===== src/rtl/regfile_v2_core.sv =====
// regfile_v2_core: 2-read/1-write register file, r0 hardwired to zero, registered reads with write-first bypass
//   clk, clear (sync active-high reset)
//   addr_rs/req_rs, addr_rt/req_rt: read ports, data on rs/rt one cycle after the request
//   addr_rd/req_rd/wdata: write port, writes to address 0 are dropped
//   reg_zero: high while rs is all zeros
module regfile_v2_core #(
    parameter int AWIDTH = 4,
    parameter int DWIDTH = 16
) (
    input  logic              clk,
    input  logic              clear,
    input  logic [AWIDTH-1:0] addr_rs,
    input  logic [AWIDTH-1:0] addr_rt,
    input  logic [AWIDTH-1:0] addr_rd,
    input  logic              req_rs,
    input  logic              req_rt,
    input  logic              req_rd,
    input  logic [DWIDTH-1:0] wdata,
    output logic [DWIDTH-1:0] rs,
    output logic [DWIDTH-1:0] rt,
    output logic              reg_zero
);
    localparam int DEPTH = 1 << AWIDTH;
    logic [DWIDTH-1:0] mem [DEPTH];
    logic              wr_en;
    logic              hit_rs;
    logic              hit_rt;
    assign wr_en    = req_rd && (addr_rd != '0);
    assign hit_rs   = wr_en && (addr_rs == addr_rd);
    assign hit_rt   = wr_en && (addr_rt == addr_rd);
    assign reg_zero = (rs == '0);
    // mem[0] is cleared on reset and never written, so it always reads zero
    always_ff @(posedge clk) begin
        if (clear) begin
            for (int i = 0; i < DEPTH; i++) mem[i] <= '0;
            rs <= '0;
            rt <= '0;
        end else begin
            if (wr_en) mem[addr_rd] <= wdata;
            if (req_rs) rs <= hit_rs ? wdata : mem[addr_rs];
            if (req_rt) rt <= hit_rt ? wdata : mem[addr_rt];
        end
    end
endmodule


===== config.mk =====
export PLATFORM = sky130hd
export DESIGN_NAME = regfile_v2_core
export DESIGN_NICKNAME = d
export VERILOG_FILES = /design/src/rtl/regfile_v2_core.sv
export SDC_FILE = /design/constraint.sdc
export NUM_CORES = 1
export LEC_CHECK = 0
export BUFFER_PORTS_ARGS = -buffer_cell sky130_fd_sc_hd__clkbuf_2
export CAP_MARGIN = 20
export CORE_ASPECT_RATIO = 1.75
export CORE_MARGIN = 5
export CORE_UTILIZATION = 45
export CTS_BUF_LIST = sky130_fd_sc_hd__clkbuf_8
export DETAILED_ROUTE_END_ITERATION = 6
export GPL_ROUTABILITY_DRIVEN = 0
export PLACE_DENSITY = 0.58
export SETUP_SLACK_MARGIN = 0.3
export SLEW_MARGIN = 10
export SYNTH_ARGS = -nofsm -noshare
export SYNTH_HDL_FRONTEND = slang
export SYNTH_SLANG_ARGS = --single-unit

===== constraint.sdc =====
create_clock -name clk -period 3.3 [get_ports clk]
set_input_delay 0.33 -clock clk [delete_from_list [all_inputs] [get_ports clk]]
set_output_delay 0.33 -clock clk [all_outputs]
set_load 0.01 [all_outputs]

==> metrics, run 1 <==
Worst R2R Path Depth 4; crit start category flip-flop; clk sinks 288; Max Slew Vio Count 0; first-pass GRT wire length 71,400 µm; Synth Area in XOR/XNOR 0.457%; CTS Buffer Depth 3; layout cells sized above 1 26.7%; # rows 89; CTS H-tree depth 2; type of the tightest min-delay check in2reg; total global-route track usage 26.0%; yosys warns 0; WL final roughly 49,000 µm; initial antenna violation count 1; iteration count of the initial detailed-routing pass 7; Hold Slack roughly 280 ps; Via density 6.23; starting DRC count in detailed routing ~1,100; post-synthesis compound-gate area fraction 6.85%; post-cts hold buffer count 0; RSZ-0062 raised after global routing false; setup_tns 0 ps; RR Endpoint rs[7]$_SDFFE_PP0P_; final setup fails 0; routed len/inst slightly below 30 µm; Crit Path Max Fanout 4; post-synthesis sequential area ratio between 50 and 60%; I/O pin cnt 66; Yosys reg bits 288; CP Capture Type output pin; top_reg_cell synth edfxtp_1; Detailed Place HPWL approximately 32,000 µm; Final Cycle Share 78.4%; Syn Inst Count 1,091; grt total ovfl 0; Post-Synth Adder-Cell Area 0%; post-synthesis mux area share 20.6%; final hold vios 0; post-synthesis simple-gate area fraction roughly 14%; Final WS setup 711 ps; Avg Inst Size Synth roughly 14 µm²; largest net degree at the start of global routing 64; # port buffers 65; power density over the cells between 400 and 500 nW/µm²; die width 150 µm; Lkg Pwr 0.00604 µW; worst r2r src mem[9][7]$_SDFFCE_PN0P_; Max Clock Freq 386 MHz; Starting Density 45.4%; Tmin final approximately 2600 ps; CTS Root Cell clkbuf_8; Post-Place Setup Slack between 500 and 600 ps; most frequent cells in the layout edfxtp_1, and2_1, mux4_2; die footprint 38,000 µm²; P&R area growth vs syn 10.4%; Critical Path RT 2970 ps; Clock Latency Late Sink 600 ps; die height 254 µm; Cell Area, Synth roughly 15,000 µm²; worst vdd ir 0.000321 V; largest family of logic cells by synthesized area multiplexers; via count 10,200; final net count 1,186; number of flops mapped to enable cells by yosys between 200 and 300; critical path type reg2out; Clock Skew 16.6 ps; Async S/R FF share, synth 0%; vias in the first global route 10,700; status complete, but fails checks; total CTS buffers 44; CTS tree done; Critical Path AT ~2300 ps; Reg clk slew, reported paths 70 ps; Hold Crit Start req_rs; worst slew pin tran 1030 ps; post-CTS setup buffers 0; Fillers between 2,000 and 3,000; Worst Hold End rs[6]$_SDFFE_PP0P_; antenna viol nets, final 0; drc violations 7; failing checks design-rule violations; Core Area 33,700 µm²; PostCTS Resize Cnt 0; number of max-cap violations 0; most common library cell in the layout ignoring fill and taps edfxtp_1; Hold Crit Depth 4; relative slew slack 31.1%; synth unique cells 32; Tot Pwr 8330 µW; FF-to-FF setup slack ~1500 ps
## how the worst max path moves through the flow
stage	from	end	slack (ps)
floorplan	addr_rs[1]	rs[9]$_SDFFE_PP0P_	1340
finish	rs[7]$_SDFFE_PP0P_	reg_zero	710
detailed placement	addr_rs[1]	rs[13]$_SDFFE_PP0P_	590
global route	rs[7]$_SDFFE_PP0P_	reg_zero	610
CTS	rs[9]$_SDFFE_PP0P_	reg_zero	850
global placement	addr_rs[1]	rs[13]$_SDFFE_PP0P_	590
## area by class of cell
type / count / area (µm²) / share of cell area, %
Clock buffer: 48 / 661 / 3.90
Timing Repair Buffer: 110 / 723 / 4.27
Inverter: 4 / 15.0 / 0.0887
Clock inverter: 34 / 173 / 1.02
Tap cell: 455 / 569 / 3.36
Multi-Input combinational cell: 705 / 6460 / 38.1
Sequential cell: 288 / 8330 / 49.2
Antenna cell: 1 / 2.50 / 0.0148
## synthesized netlist by cell type (16+ instances only)
| master | count | area, µm² |
|---|---|---|
| mux2i_1 | 64 | 641 |
| o21ai_0 | 32 | 160 |
| edfxtp_1 | 256 | 7690 |
| nor3_1 | 32 | 160 |
| and2_1 | 243 | 1520 |
| clkbuf_1 | 66 | 248 |
| or2_2 | 16 | 100 |
| mux4_2 | 96 | 2160 |
| mux2_2 | 32 | 360 |
| a221oi_1 | 32 | 280 |
| dfxtp_1 | 32 | 641 |
| buf_4 | 18 | 135 |
| a2111oi_0 | 25 | 219 |
| nor2_1 | 48 | 180 |
| a222oi_1 | 32 | 320 |
## registers in the layout, summed over array words and instances, names as in the netlist
| register | cells |
|---|---|
| mem | 256 |
| rs | 16 |
| rt | 16 |
## through the flow
stage               utilization, %  cells  cell area [µm²]
floorplan                        -   1106            15400
global placement              47.7   1562            16100
detailed placement            47.7   1562            16100
CTS                           50.2   1644            16900
global route                  50.2   1645            16900
finish                        50.2   1645            16900
## worst max-delay path, stage by stage, from the launching register on
cell and delay [ps]:
dfxtp_1 390, nor4_1 830, and4_1 310, clkbuf_2 130
## per-layer routing
metal	up-vias	part of all wire, %	GRT usage, %
met5	-	0	0
li1	4384	-	-
met3	147	6.6	4.44
met4	0	7.0	16.1
met2	493	51	44.8
met1	5225	36	30.0
## power breakdown
group	internal [µW]	switching, µW	total, µW
clock network	1430	1470	2900
logic	455	641	1100
registers	4190	144	4340
## cell families after synthesis
kind of cell	Yosys count
simple gates	361
flops	288
mux	192
compound gates	128
buf+inv	113
xor+xnor	8
other cells	1
No activity file was read; power rests on OpenSTA's default activity.
==> run 2: changes to the inputs <==
--- a/config.mk
+++ b/config.mk
@@ -13,7 +13,7 @@
 export CTS_BUF_LIST = sky130_fd_sc_hd__clkbuf_8
 export DETAILED_ROUTE_END_ITERATION = 6
 export GPL_ROUTABILITY_DRIVEN = 0
-export PLACE_DENSITY = 0.58
+export PLACE_DENSITY = 0.61
 export SETUP_SLACK_MARGIN = 0.3
 export SLEW_MARGIN = 10
 export SYNTH_ARGS = -nofsm -noshare
==> constraint.sdc (replaced) <==
create_clock -name clk -period 2.3 [get_ports clk]
set_input_delay 0.23 -clock clk [delete_from_list [all_inputs] [get_ports clk]]
set_output_delay 0.23 -clock clk [all_outputs]
set_load 0.01 [all_outputs]
==> run 2 against run 1 <==
Net effect:
- the flow still finishes with violations (design-rule violations)
- total power is 47% higher
- critical path type unchanged
- critical endpoint unchanged
- final area is 3.3% higher
- sequential share of layout area is 1.5 points lower
- non-clock buffer count is 40 higher
- worst setup slack worse by 320 ps
- die area stayed put
==> metrics, run 2 (synthesis gave the netlist of run 1 again) <==
status complete, but fails checks; failing checks design-rule violations; layout cells sized above 1 29.4% (+2.7 points); Register Area 8340 µm² (about the same); type of the tightest min-delay check in2reg; RSZ-0062 raised after global routing false; crit path max-delay cell type dfxtp_1; Reg clk slew, reported paths 70 ps (about the same); CP Capture Type output pin; WL final 47,100 µm (-3.9%); relative slew slack 46.5% (+15 points); Tmin final 1910 ps; Tot Pwr 12,300 µW (+47%); iteration count of the initial detailed-routing pass 7 (unchanged); initial antenna violation count 2 (+1); total CTS buffers 44 (unchanged); # rows 89 (unchanged); clk sinks 288 (unchanged); drc violations 8 (+1); Max Slew Vio Count 0 (unchanged); post-CTS setup buffers 0 (unchanged); final hold vios 0 (unchanged); Worst Setup EP reg_zero; crit path cell chain nor4_4 > buf_4 > and4_1 > buf_2; total global-route track usage 25.1% (-0.83 points); Clock Skew 38.1 ps (+21.5 ps); Max Clock Freq approximately 520 MHz; first-pass GRT wire length 70,100 µm (-1.9%); Lkg Pwr 0.00631 µW (+4.6%); CTS H-tree depth 2 (unchanged); number of max-cap violations 0 (unchanged); critical path type reg2out; die width 150 µm (unchanged); via count 10,400 (+1.7%); max reg flops 256 (unchanged); Critical Path Start rs[8]$_SDFFE_PP0P_; CTS Root Cell clkbuf_8; Core Area 33,700 µm² (unchanged); Fillers 2,862 (-2.5%); Placed Area 16,600 µm² (+3.0%); largest net degree at the start of global routing 64 (unchanged); worst vdd ir 0.000309 V (-3.7%); crit start category flip-flop; Worst R2R Path Depth 4 (unchanged); most frequent cells in the layout edfxtp_1, and2_1, mux4_2; top flop regs mem: 256 flops, rs: 16 flops, rt: 16 flops; most common library cell in the layout ignoring fill and taps edfxtp_1; die footprint 38,000 µm² (unchanged); CTS tree done; power density over the cells 701 nW/µm² (+42%); CTS Buffer Depth 3 (unchanged); I/O pin cnt 66 (unchanged); Finished Cell Area 17,500 µm² (+3.3%); die height 254 µm (unchanged); antenna viol nets, final 0 (unchanged); Starting Density 45.4% (unchanged); post-cts hold buffer count 0 (unchanged); final setup fails 0 (unchanged); Crit path largest cell delay 380 ps (-450 ps); Detailed Place HPWL 31,900 µm (-1.1%); Crit Path Max Fanout 4 (unchanged); Via density 6.20 (-0.54%); final net count 1,226 (+3.4%); worst slew pin tran 800 ps (-234 ps); Clock Latency Late Sink 610 ps (about the same); RR Endpoint rs[13]$_SDFFE_PP0P_; Critical Path RT 2070 ps (-900 ps); vias in the first global route 10,900 (+2.1%); routed len/inst 28.0 µm (-6.0%); worst r2r src mem[7][13]$_SDFFCE_PN0P_; starting DRC count in detailed routing 1,015 (-6.4%); # port buffers 65 (unchanged); Final Cycle Share 82.9%; setup_tns 0 ps (unchanged); grt total ovfl 0 (unchanged); FF-to-FF setup slack 470 ps (-1000 ps); P&R area growth vs syn 14.1%; multi-input logic area 6490 µm² (+0.46%); Critical Path AT 1680 ps (-580 ps); Reg with most FFs mem; Hold Slack 140 ps (-143 ps)
[run 2: worst min-delay path by stage]
| stage | from | to | depth (start not counted) |
|---|---|---|---|
| after global placement | rt[9]$_SDFFE_PP0P_ | rt[9]$_SDFFE_PP0P_ | 2 |
| final | req_rt | rt[11]$_SDFFE_PP0P_ | 4 |
| after CTS | req_rt | rt[11]$_SDFFE_PP0P_ | 4 |
| after detailed placement | rt[4]$_SDFFE_PP0P_ | rt[4]$_SDFFE_PP0P_ | 2 |
| after floorplan | wdata[0] | mem[14][0]$_SDFFCE_PN0P_ | 1 |
| after global routing | req_rs | rs[6]$_SDFFE_PP0P_ | 4 |
[run 2: metrics by stage]
stage	utilization, %	instances	worst slack [ps]
4_1_cts	51.8	1681	315
3_3_place_gp	49.1	1602	131
3_5_place_dp	49.1	1602	74.9
5_1_grt	51.8	1682	303
6_report	51.8	1682	393
2_1_floorplan	-	1106	435
[run 2: final cells by class]
type,count,share of cell area [%]
Inverter,4,0.0858
Multi-Input combinational cell,705,37.1
Antenna cell,1,0.0143
Clock buffer,45,3.54
Clock inverter,34,1.43
Tap cell,455,3.25
Sequential cell,288,47.7
Timing Repair Buffer,150,6.92
[run 2: worst max-delay path: cells and delay by family, from the launching register on]
kind,cells,cell delay [ps]
buffers and inverters,2,290
DFF,1,380
and+or+nand+nor,2,390
[run 2: power breakdown]
group / internal, µW / switching, µW / total, µW
registers: 6020 / 209 / 6220
clock network: 2280 / 2090 / 4370
logic: 754 / 912 / 1670
[run 2: what timing repair did]
item                                    4_1_cts  5_1_grt
gates cloned                                  0        0
pin swaps                                     0        3
endpoints found under the setup margin        1        1
resized for setup                             3        7
[run 2: routing by layer]
metal / vias to the layer above / GRT usage, % / routed length, µm
li1: 4454 / - / -
met1: 5329 / 28.9 / 16400
met2: 487 / 43.7 / 24300
met3: 153 / 3.63 / 3040
met4: 0 / 16.1 / 3390
met5: - / 0 / 0
